## src/rtl/load_return_unit_pkg.sv

```systemverilog
// rtl/load_return_unit_pkg.sv - shared load-side encodings and helpers
// Op codes match the store-side s_l_op encoding so MEM can forward one field to both paths.
package load_return_unit_pkg;

   localparam int ADDR_W_DEFAULT = 32;

   localparam logic [1:0] LD_W = 2'b00;
   localparam logic [1:0] LD_H = 2'b01;
   localparam logic [1:0] LD_B = 2'b10;

   typedef enum logic [1:0] {
      ST_IDLE = 2'b00,
      ST_WAIT = 2'b01,
      ST_RESP = 2'b10
   } lru_state_e;

   // Op 2'b11 falls into the word rule, matching how the extender treats it.
   function automatic logic is_misaligned(input logic [1:0] op, input logic [1:0] addr_lo);
      case (op)
         LD_B:    is_misaligned = 1'b0;
         LD_H:    is_misaligned = addr_lo[0];
         default: is_misaligned = (addr_lo != 2'b00);
      endcase
   endfunction

endpackage

```

## src/rtl/load_return_unit_if.sv

```systemverilog
// rtl/load_return_unit_if.sv - MEM-stage load request, data-memory read and WB result bundle
// The slave modport is the load unit itself; master is whatever drives it.
interface load_return_unit_if #(
   parameter int ADDR_W = load_return_unit_pkg::ADDR_W_DEFAULT
);
   logic              flush;
   logic              ld_req;
   logic [1:0]        ld_op;
   logic              ld_sign;
   logic [ADDR_W-1:0] ld_addr;
   logic              ld_ready;
   logic              stall;

   logic              mem_req;
   logic [ADDR_W-1:0] mem_addr;
   logic              mem_ack;
   logic [31:0]       mem_rdata;

   logic              ld_valid;
   logic [31:0]       ld_data;
   logic              ld_err;

   modport master (
      output flush, ld_req, ld_op, ld_sign, ld_addr, mem_ack, mem_rdata,
      input  ld_ready, stall, mem_req, mem_addr, ld_valid, ld_data, ld_err
   );

   modport slave (
      input  flush, ld_req, ld_op, ld_sign, ld_addr, mem_ack, mem_rdata,
      output ld_ready, stall, mem_req, mem_addr, ld_valid, ld_data, ld_err
   );

endinterface

```

## src/rtl/load_return_unit_load_extend.sv

```systemverilog
// rtl/load_return_unit_load_extend.sv - little-endian lane select and sign/zero extension
// Purely combinational so the bypass network can reuse it on forwarded words.
module load_extend
   import load_return_unit_pkg::*;
(
   input  logic [31:0] rdata_i,
   input  logic [1:0]  addr_i,
   input  logic [1:0]  op_i,
   input  logic        sign_i,
   output logic [31:0] result_o
);

   logic [7:0]  byte_lane;
   logic [15:0] half_lane;

   always_comb begin
      byte_lane = rdata_i[{addr_i, 3'b000} +: 8];
      half_lane = addr_i[1] ? rdata_i[31:16] : rdata_i[15:0];
      case (op_i)
         LD_B:    result_o = {{24{sign_i & byte_lane[7]}}, byte_lane};
         LD_H:    result_o = {{16{sign_i & half_lane[15]}}, half_lane};
         default: result_o = rdata_i;
      endcase
   end

endmodule

```

## src/rtl/load_return_unit.sv

```systemverilog
// rtl/load_return_unit.sv - MEM-stage load issue, variable-latency read and WB result return
// One load in flight at a time; the pipeline stalls from accept until the result cycle ends.
module load_return_unit
   import load_return_unit_pkg::*;
#(
   parameter int TIMEOUT_CYCLES = 16,
   parameter int ADDR_W         = ADDR_W_DEFAULT
) (
   input logic               clk_i,
   input logic               reset_ni,
   load_return_unit_if.slave bus
);

   localparam int CNT_W = $clog2(TIMEOUT_CYCLES + 1);
   localparam logic [CNT_W-1:0] CNT_LAST = CNT_W'(TIMEOUT_CYCLES - 1);

   lru_state_e        state_q;
   logic [1:0]        addr_lo_q;
   logic [1:0]        op_q;
   logic              sign_q;
   logic [CNT_W-1:0]  cnt_q;
   logic              drop_q;
   logic              mem_req_q;
   logic [ADDR_W-1:0] mem_addr_q;
   logic              ld_valid_q;
   logic [31:0]       ld_data_q;
   logic              ld_err_q;

   logic [31:0]       ext_data_d;
   logic              misaligned_d;
   logic              timeout_d;
   logic              drop_d;

   load_extend u_extend (
      .rdata_i  (bus.mem_rdata),
      .addr_i   (addr_lo_q),
      .op_i     (op_q),
      .sign_i   (sign_q),
      .result_o (ext_data_d)
   );

   always_comb begin
      misaligned_d = is_misaligned(bus.ld_op, bus.ld_addr[1:0]);
      timeout_d    = (cnt_q == CNT_LAST);
      drop_d       = drop_q | bus.flush;
   end

   always_ff @(posedge clk_i or negedge reset_ni) begin
      if (!reset_ni) begin
         state_q    <= ST_IDLE;
         addr_lo_q  <= '0;
         op_q       <= LD_W;
         sign_q     <= 1'b0;
         cnt_q      <= '0;
         drop_q     <= 1'b0;
         mem_req_q  <= 1'b0;
         mem_addr_q <= '0;
         ld_valid_q <= 1'b0;
         ld_data_q  <= '0;
         ld_err_q   <= 1'b0;
      end else begin
         ld_valid_q <= 1'b0;
         case (state_q)
            ST_IDLE: begin
               if (bus.ld_req && !bus.flush) begin
                  addr_lo_q <= bus.ld_addr[1:0];
                  op_q      <= bus.ld_op;
                  sign_q    <= bus.ld_sign;
                  cnt_q     <= '0;
                  drop_q    <= 1'b0;
                  if (misaligned_d) begin
                     state_q    <= ST_RESP;
                     ld_valid_q <= 1'b1;
                     ld_data_q  <= '0;
                     ld_err_q   <= 1'b1;
                  end else begin
                     state_q    <= ST_WAIT;
                     mem_req_q  <= 1'b1;
                     mem_addr_q <= {bus.ld_addr[ADDR_W-1:2], 2'b00};
                  end
               end
            end
            // A flush here only marks the result for discard; the memory
            // handshake must still close so the slave is not left mid-transfer.
            ST_WAIT: begin
               drop_q <= drop_d;
               if (bus.mem_ack) begin
                  state_q    <= ST_RESP;
                  mem_req_q  <= 1'b0;
                  ld_valid_q <= !drop_d;
                  ld_data_q  <= ext_data_d;
                  ld_err_q   <= 1'b0;
               end else if (timeout_d) begin
                  state_q    <= ST_RESP;
                  mem_req_q  <= 1'b0;
                  ld_valid_q <= !drop_d;
                  ld_data_q  <= '0;
                  ld_err_q   <= 1'b1;
               end else begin
                  cnt_q <= cnt_q + 1'b1;
               end
            end
            ST_RESP: begin
               state_q <= ST_IDLE;
               drop_q  <= 1'b0;
            end
            default: begin
               state_q <= ST_IDLE;
            end
         endcase
      end
   end

   assign bus.ld_ready = (state_q == ST_IDLE);
   assign bus.stall    = (state_q != ST_IDLE);
   assign bus.mem_req  = mem_req_q;
   assign bus.mem_addr = mem_addr_q;
   // A flush arriving in the result cycle itself still has to squash the strobe.
   assign bus.ld_valid = ld_valid_q & ~bus.flush;
   assign bus.ld_data  = ld_data_q;
   assign bus.ld_err   = ld_err_q;

endmodule

```

## src/flat_wrapper.sv

```systemverilog
// flat-port wrapper written by rule: the top's interface ports become plain ports
module load_return_unit_flat import load_return_unit_pkg::*;
#(
   parameter int TIMEOUT_CYCLES = 16,
   parameter int ADDR_W         = ADDR_W_DEFAULT
)
  (clk_i, reset_ni, bus_flush, bus_ld_req, bus_ld_op, bus_ld_sign, bus_ld_addr, bus_mem_ack, bus_mem_rdata, bus_ld_ready, bus_stall, bus_mem_req, bus_mem_addr, bus_ld_valid, bus_ld_data, bus_ld_err);
  load_return_unit_if #(.ADDR_W(ADDR_W)) bus_i ();
  input logic clk_i;
  input logic reset_ni;
  input wire logic [$bits(bus_i.flush)-1:0] bus_flush;
  input wire logic [$bits(bus_i.ld_req)-1:0] bus_ld_req;
  input wire logic [$bits(bus_i.ld_op)-1:0] bus_ld_op;
  input wire logic [$bits(bus_i.ld_sign)-1:0] bus_ld_sign;
  input wire logic [$bits(bus_i.ld_addr)-1:0] bus_ld_addr;
  input wire logic [$bits(bus_i.mem_ack)-1:0] bus_mem_ack;
  input wire logic [$bits(bus_i.mem_rdata)-1:0] bus_mem_rdata;
  output wire logic [$bits(bus_i.ld_ready)-1:0] bus_ld_ready;
  output wire logic [$bits(bus_i.stall)-1:0] bus_stall;
  output wire logic [$bits(bus_i.mem_req)-1:0] bus_mem_req;
  output wire logic [$bits(bus_i.mem_addr)-1:0] bus_mem_addr;
  output wire logic [$bits(bus_i.ld_valid)-1:0] bus_ld_valid;
  output wire logic [$bits(bus_i.ld_data)-1:0] bus_ld_data;
  output wire logic [$bits(bus_i.ld_err)-1:0] bus_ld_err;
  assign bus_i.flush = bus_flush;
  assign bus_i.ld_req = bus_ld_req;
  assign bus_i.ld_op = bus_ld_op;
  assign bus_i.ld_sign = bus_ld_sign;
  assign bus_i.ld_addr = bus_ld_addr;
  assign bus_i.mem_ack = bus_mem_ack;
  assign bus_i.mem_rdata = bus_mem_rdata;
  assign bus_ld_ready = bus_i.ld_ready;
  assign bus_stall = bus_i.stall;
  assign bus_mem_req = bus_i.mem_req;
  assign bus_mem_addr = bus_i.mem_addr;
  assign bus_ld_valid = bus_i.ld_valid;
  assign bus_ld_data = bus_i.ld_data;
  assign bus_ld_err = bus_i.ld_err;
  load_return_unit #(.TIMEOUT_CYCLES(TIMEOUT_CYCLES), .ADDR_W(ADDR_W)) u_core (.clk_i(clk_i), .reset_ni(reset_ni), .bus(bus_i));
endmodule
```

## config.mk

```make
export PLATFORM = sky130hd
export DESIGN_NAME = load_return_unit_flat
export DESIGN_NICKNAME = d
export VERILOG_FILES = /design/src/rtl/load_return_unit_pkg.sv /design/src/rtl/load_return_unit_if.sv /design/src/rtl/load_return_unit_load_extend.sv /design/src/rtl/load_return_unit.sv /design/src/flat_wrapper.sv
export SDC_FILE = /design/constraint.sdc
export NUM_CORES = 1
export LEC_CHECK = 0
export BUFFER_PORTS_ARGS = -buffer_cell sky130_fd_sc_hd__buf_2
export CAP_MARGIN = 10
export CORE_MARGIN = 3
export CORE_UTILIZATION = 51
export CTS_CLUSTER_SIZE = 20
export DETAILED_ROUTE_END_ITERATION = 6
export GPL_TIMING_DRIVEN = 0
export PLACE_DENSITY_LB_ADDON = 0.05
export REMOVE_ABC_BUFFERS = 1
export SYNTH_ARGS = -nofsm -noshare
export SYNTH_HDL_FRONTEND = slang
export SYNTH_HIERARCHICAL = 1
export SYNTH_SLANG_ARGS = --single-unit
export TNS_END_PERCENT = 5
```

## constraint.sdc

```tcl
create_clock -name clk_i -period 2.4 [get_ports clk_i]
set_input_delay 0.6 -clock clk_i [delete_from_list [all_inputs] [get_ports clk_i]]
set_output_delay 0.6 -clock clk_i [all_outputs]
set_load 0.03 [all_outputs]
```

### Word level (Yosys, flattened, before mapping)

Cells that the tools add are included.

* $add $sub $neg: 1
* equal/unequal tests: 13
* shift-type cells: 1
* muxes and demuxes: 34
* bitwise operators: 6
* reduce and logical (&&, ||, !) cells: 15

Operators with widths (count)
* 32-bit 2-to-1 mux: 4
* 32-bit one-hot mux with 2 select lines: 2
* 32-bit by 6-bit indexed part select with 8-bit output: 1
* 16-bit 2-to-1 mux: 1
* 5-bit 2-to-1 mux: 3
* 1-bit 2-to-1 mux: 13
* 4-bit AND reduction: 3
* 5-bit one-hot mux with 2 select lines: 1
* 2-bit 2-to-1 mux: 4
* 1-bit one-hot mux with 2 select lines: 4
* 2-bit by 1-bit == test with 1-bit output (second input constant): 3
* 2-bit == test (second input constant): 3
* 2-bit inequality test (second input constant): 3
* 2-bit AND reduction: 3
* 2-bit nonzero test: 3
* 5-bit by 1-bit adder with 5-bit output (second input constant): 1
* 5-bit by 4-bit == test with 1-bit output (second input constant): 1
* 2-bit by 1-bit inequality test with 1-bit output (second input constant): 2
* 2-bit one-hot mux with 2 select lines: 1
* 1-bit AND: 3
* 3-bit by 2-bit inequality test with 1-bit output (second input constant): 1
* 1-bit one-hot mux with 3 select lines: 1
* 3-bit AND reduction: 1
* 3-bit nonzero test: 1
* 5 further kinds: 7

* register bits: 78
* bits of input ports: 72
* logic and storage cells: 81

### Logic depth before layout (Yosys ltp)

* depth after elaboration: 5
* gate-level depth with buffers: 9
* gate-level depth less buffers: 7

### Modules after synthesis

Netlist, hierarchy kept.

Modules (own cells, without submodules)
* load_return_unit: times used 1, cells each 262, area each 3427.0 µm²
* load_extend: times used 1, cells each 111, area each 699.4 µm²

### Worst setup path after synthesis

No wires, ideal clock.

* kind: input to register
* start: in bus_ld_op[1]
* end: reg u_core.mem_addr_q[20] (netlist: u_core/bus.mem_addr[20])
* arrival: 2030 ps
* required time: 2272 ps
* path slack: 242 ps
* stages on the path: 6
* path buffers: 1
* cell sequence: inv_1 > ha_1 > o21ai_0 > nand3_1 > buf_2 > mux2_1

* longest elaborated chain between the ends: 4
* elaborated cells between the ends (all ways): 5

Ends and longest elaborated chain
* from (decl): RTL line flat_wrapper.sv:13 `input wire logic [$bits(bus_i.ld_op)-1:0] bus_ld_op;`
* 2-bit by 1-bit == test with 1-bit output / 2-bit == test (equally long branches): RTL line load_return_unit_pkg.sv:19 `case (op)`
* 1-bit one-hot mux with 2 select lines (*): RTL line load_return_unit_pkg.sv:19
* 1-bit inverter (no line) (*)
* 3-bit AND reduction (no line) (*)
* to (signal assigned): RTL line load_return_unit.sv:79 `mem_addr_q <= {bus.ld_addr[ADDR_W-1:2], 2'b00};`
* to (decl): RTL line load_return_unit.sv:24 `logic [ADDR_W-1:0] mem_addr_q;`

Every way passes the cells marked *; elsewhere a longest branch is shown, timed or not.
A chain may end at the register's enable or synchronous reset.

### Final worst setup path

* start: in bus_ld_op[0]
* end: reg u_core.mem_addr_q[2] (netlist: u_core/bus.mem_addr[2])

Same word-level chain as after synthesis.

==> impl_metrics.toml <==
[outcome]
outcome = "finished clean"

[worst_setup_path]
crit_end = "u_core/bus.mem_addr[2]"
critPathMaxFanout = 32
r2r_slack_ps = 110
critical_path_arrival_ps = 2540
rr_startpoint = "u_core/cnt_q[0]"
crit_start = "bus_ld_op[0]"
worstSetupPathType = "in2reg"
setup.worst_path.start_class = "input port"
r2r_cells = 6
critical_path_required_ps = 2630
regToRegEndpoint = "u_core/cnt_q[3]"
end_kind = "register"

[finish]
seq_area_sq_um = 1950
final_area_sq_um = 5070
multi_input_area_sq_um = 1970
antennaDiodeCount = 0
final_nets = 566
area_growth_pct = 22.8
drive_gt1_frac = 0.366
stdcell_count = 596
fillerInstances = 653

[logic_synthesis]
synth.avg_cell_area_sq_um = 11.1
synthMuxAreaShare = 0.112
synth_top_family_by_area = "compound AO/OA/AOI/OAI gates"
synth-seq-area-share = 0.473
synth_compound_gate_area_share = 0.169
yosys.area.top_type_share = 0.473
yosys_warnings = 6
synth-simple-area-share = 0.167
syn_inst = 373
netlist-cell-type-count = 42
async_flop_share = 1.00
ys.flop_type = "dfrtp_1"
synth-seq-cells = 78
synthTopCellsByArea = "dfrtp_1 47%, a221o_1 7.8%, mux2_1 7.6%, and4_1 6.8%, nand2_1 4.5%"
synthAdderAreaFrac = 0.0152
synthXorXnorAreaFrac = 0
netlist_area_sq_um = 4130
synth_area_leader_cell = "dfrtp_1"
synth-edff-count = 0

[clock_network]
path_clk_slew_ps = 90
tritoncts = "done"
clock_sinks = 78
postCtsSetupRepairBufs = 0
htreeDepth = 3
cts-root-buf = "clkbuf_8"
cts_buffers = 9
cts-hold-fix-buffers = 0
clk_latency_ps = 360
clockBufferDepth = 2

[die]
num_io_pins = 141
fp.dieArea_sq_um = 9210
core_sq_um = 7810
num_rows = 32
start_util = 0.529
die_w_um = 96.0
dieHeight_um = 96.0

[timing]
period_share = 0.960
final-max-slew-violation-count = 0
tightest_slew_ps = 773
fin_setup_tns_ps = 0
rsz0062_at_grt = "false"
setup_viol = 0
fmaxAchievable_ghz = 0.434
hold_viol = 0
min_period_ps = 2300
slew_headroom = 0.485
skew_ps = 11.1

[place]
dpl.cell_count = 580
place.gp.congestion = 0.823
place_area_sq_um = 4830
hpwlAfterDp_um = 7350
io_buffers = 138

[grt]
grt_first_pass_wirelength_um = 16700
grt_overflow = 0
grt_max_degree = 72
grt_pass1_vias = 3347
globalRouteTotalUtil = 0.235
antenna_found_initial = 0

[worst_hold_path]
holdCritPathClass = "in2async"

[drt]
antenna_left = 0
drc = 0
wl_per_cell_um = 17.8
viasPerCell = 5.83
dr.first_iter.drc_count = 211
drt-total-wl_um = 10600
first_pass_iters = 4
num_vias = 3477

[power_and_ir_drop]
p_leak_nw = 2.43
irDropWorstVdd_uv = 719
total_power_mw = 6.35
p_per_area_nw_per_um2 = 1250

[flow_run]
cap_violations = 0
[worst min-delay path by stage]
stage                       startpoint                       to  slack, ps  cells after the start
6_report                      reset_ni   u_core/bus.ld_data[24]         60                      1
5_1_grt                       reset_ni   u_core/bus.ld_data[10]         50                      1
4_1_cts                       reset_ni   u_core/bus.ld_data[24]         50                      1
3_5_place_dp                  reset_ni   u_core/bus.ld_data[24]        440                      1
3_3_place_gp   u_core/bus.mem_addr[22]  u_core/bus.mem_addr[22]        470                      1
2_1_floorplan                 reset_ni      u_core/addr_lo_q[0]        300                      0
[area by class of cell]
cell class | count | share of cell area
Sequential cell | 78 | 0.385
Inverter | 10 | 0.00741
Timing Repair Buffer | 142 | 0.154
Multi-Input combinational cell | 248 | 0.388
Clock inverter | 7 | 0.0158
Clock buffer | 9 | 0.0245
Tap cell | 102 | 0.0252
[per-stage QoR]
| stage | utilization | setup WS, ps | hold WS [ps] |
|---|---|---|---|
| 2_1_floorplan | - | -1710 | 304 |
| 3_3_place_gp | 0.606 | -3960 | 468 |
| 3_5_place_dp | 0.618 | -1020 | 442 |
| 4_1_cts | 0.648 | 5.95 | 49.6 |
| 5_1_grt | 0.649 | 0.0677 | 49.1 |
| 6_report | 0.649 | 97.0 | 64.0 |
[logic make-up after synthesis]
| group | Yosys count |
|---|---|
| other cells | 1 |
| fa+ha+maj | 5 |
| compound gates | 85 |
| mux | 41 |
| simple gates | 115 |
| flops | 78 |
| buf+inv | 48 |
[layer usage]
metal	track usage	routed length [um]	share of wire
met1	0.319	4610	0.43
met5	0	0	0
met2	0.384	5090	0.48
met3	0.0500	824	0.078
met4	0.0569	80	0.0075
[sequential cells by signal (all words and copies together) (netlist names)]
register	flops
u_core/bus.ld_err	1
u_core/ld_valid_q	1
u_core/op_q	2
u_core/sign_q	1
u_core/bus.ld_data	32
u_core/cnt_q	5
u_core/addr_lo_q	2
u_core/bus.mem_addr	30
u_core/drop_q	1
u_core/bus.mem_req	1
u_core/state_q	2
[synthesized netlist by cell type, types with 6 or more instances]
cell	number
a21oi_1	19
a221o_1	32
a32oi_1	8
and4_1	32
buf_2	7
buf_6	7
clkbuf_1	20
dfrtp_1	78
inv_1	10
mux2_1	28
mux2_2	11
nand2_1	49
nor2b_1	10
o21ai_0	6
o2bb2ai_1	8
[critical path, stage by stage]
cell,delay [ps]
buf_2,110
ha_1,340
o21ai_4,410
buf_8,220
nand3_4,350
mux2_1,470
[power breakdown]
part	total, mW	internal [mW]	switching, mW	leakage [nW]
logic	3.10	1.12	1.98	1.39
clock network	1.02	0.497	0.526	0.103
registers	2.22	1.84	0.383	0.931
total	6.35	3.46	2.89	2.43
[what timing repair did]
item,CTS,global route
pin swaps,0,1
setup endpoints to repair,67,53
endpoints found under the hold margin,0,0
resized for setup,5,2
[placed cells by master (no fill, tap or decap), types with 3 or more instances in the layout]
cell	n
a21oi_1	19
a221o_1	32
a32oi_1	8
and4_1	32
buf_2	137
clkbuf_8	9
dfrtp_1	78
ha_1	4
inv_1	10
inv_6	3
mux2_1	28
mux2_2	11
nand2_1	48
nand3_1	4
nor2_1	3
nor2b_1	10
o21ai_0	5
o2bb2ai_1	8
Note: power is estimated with default switching activity, not from simulation.
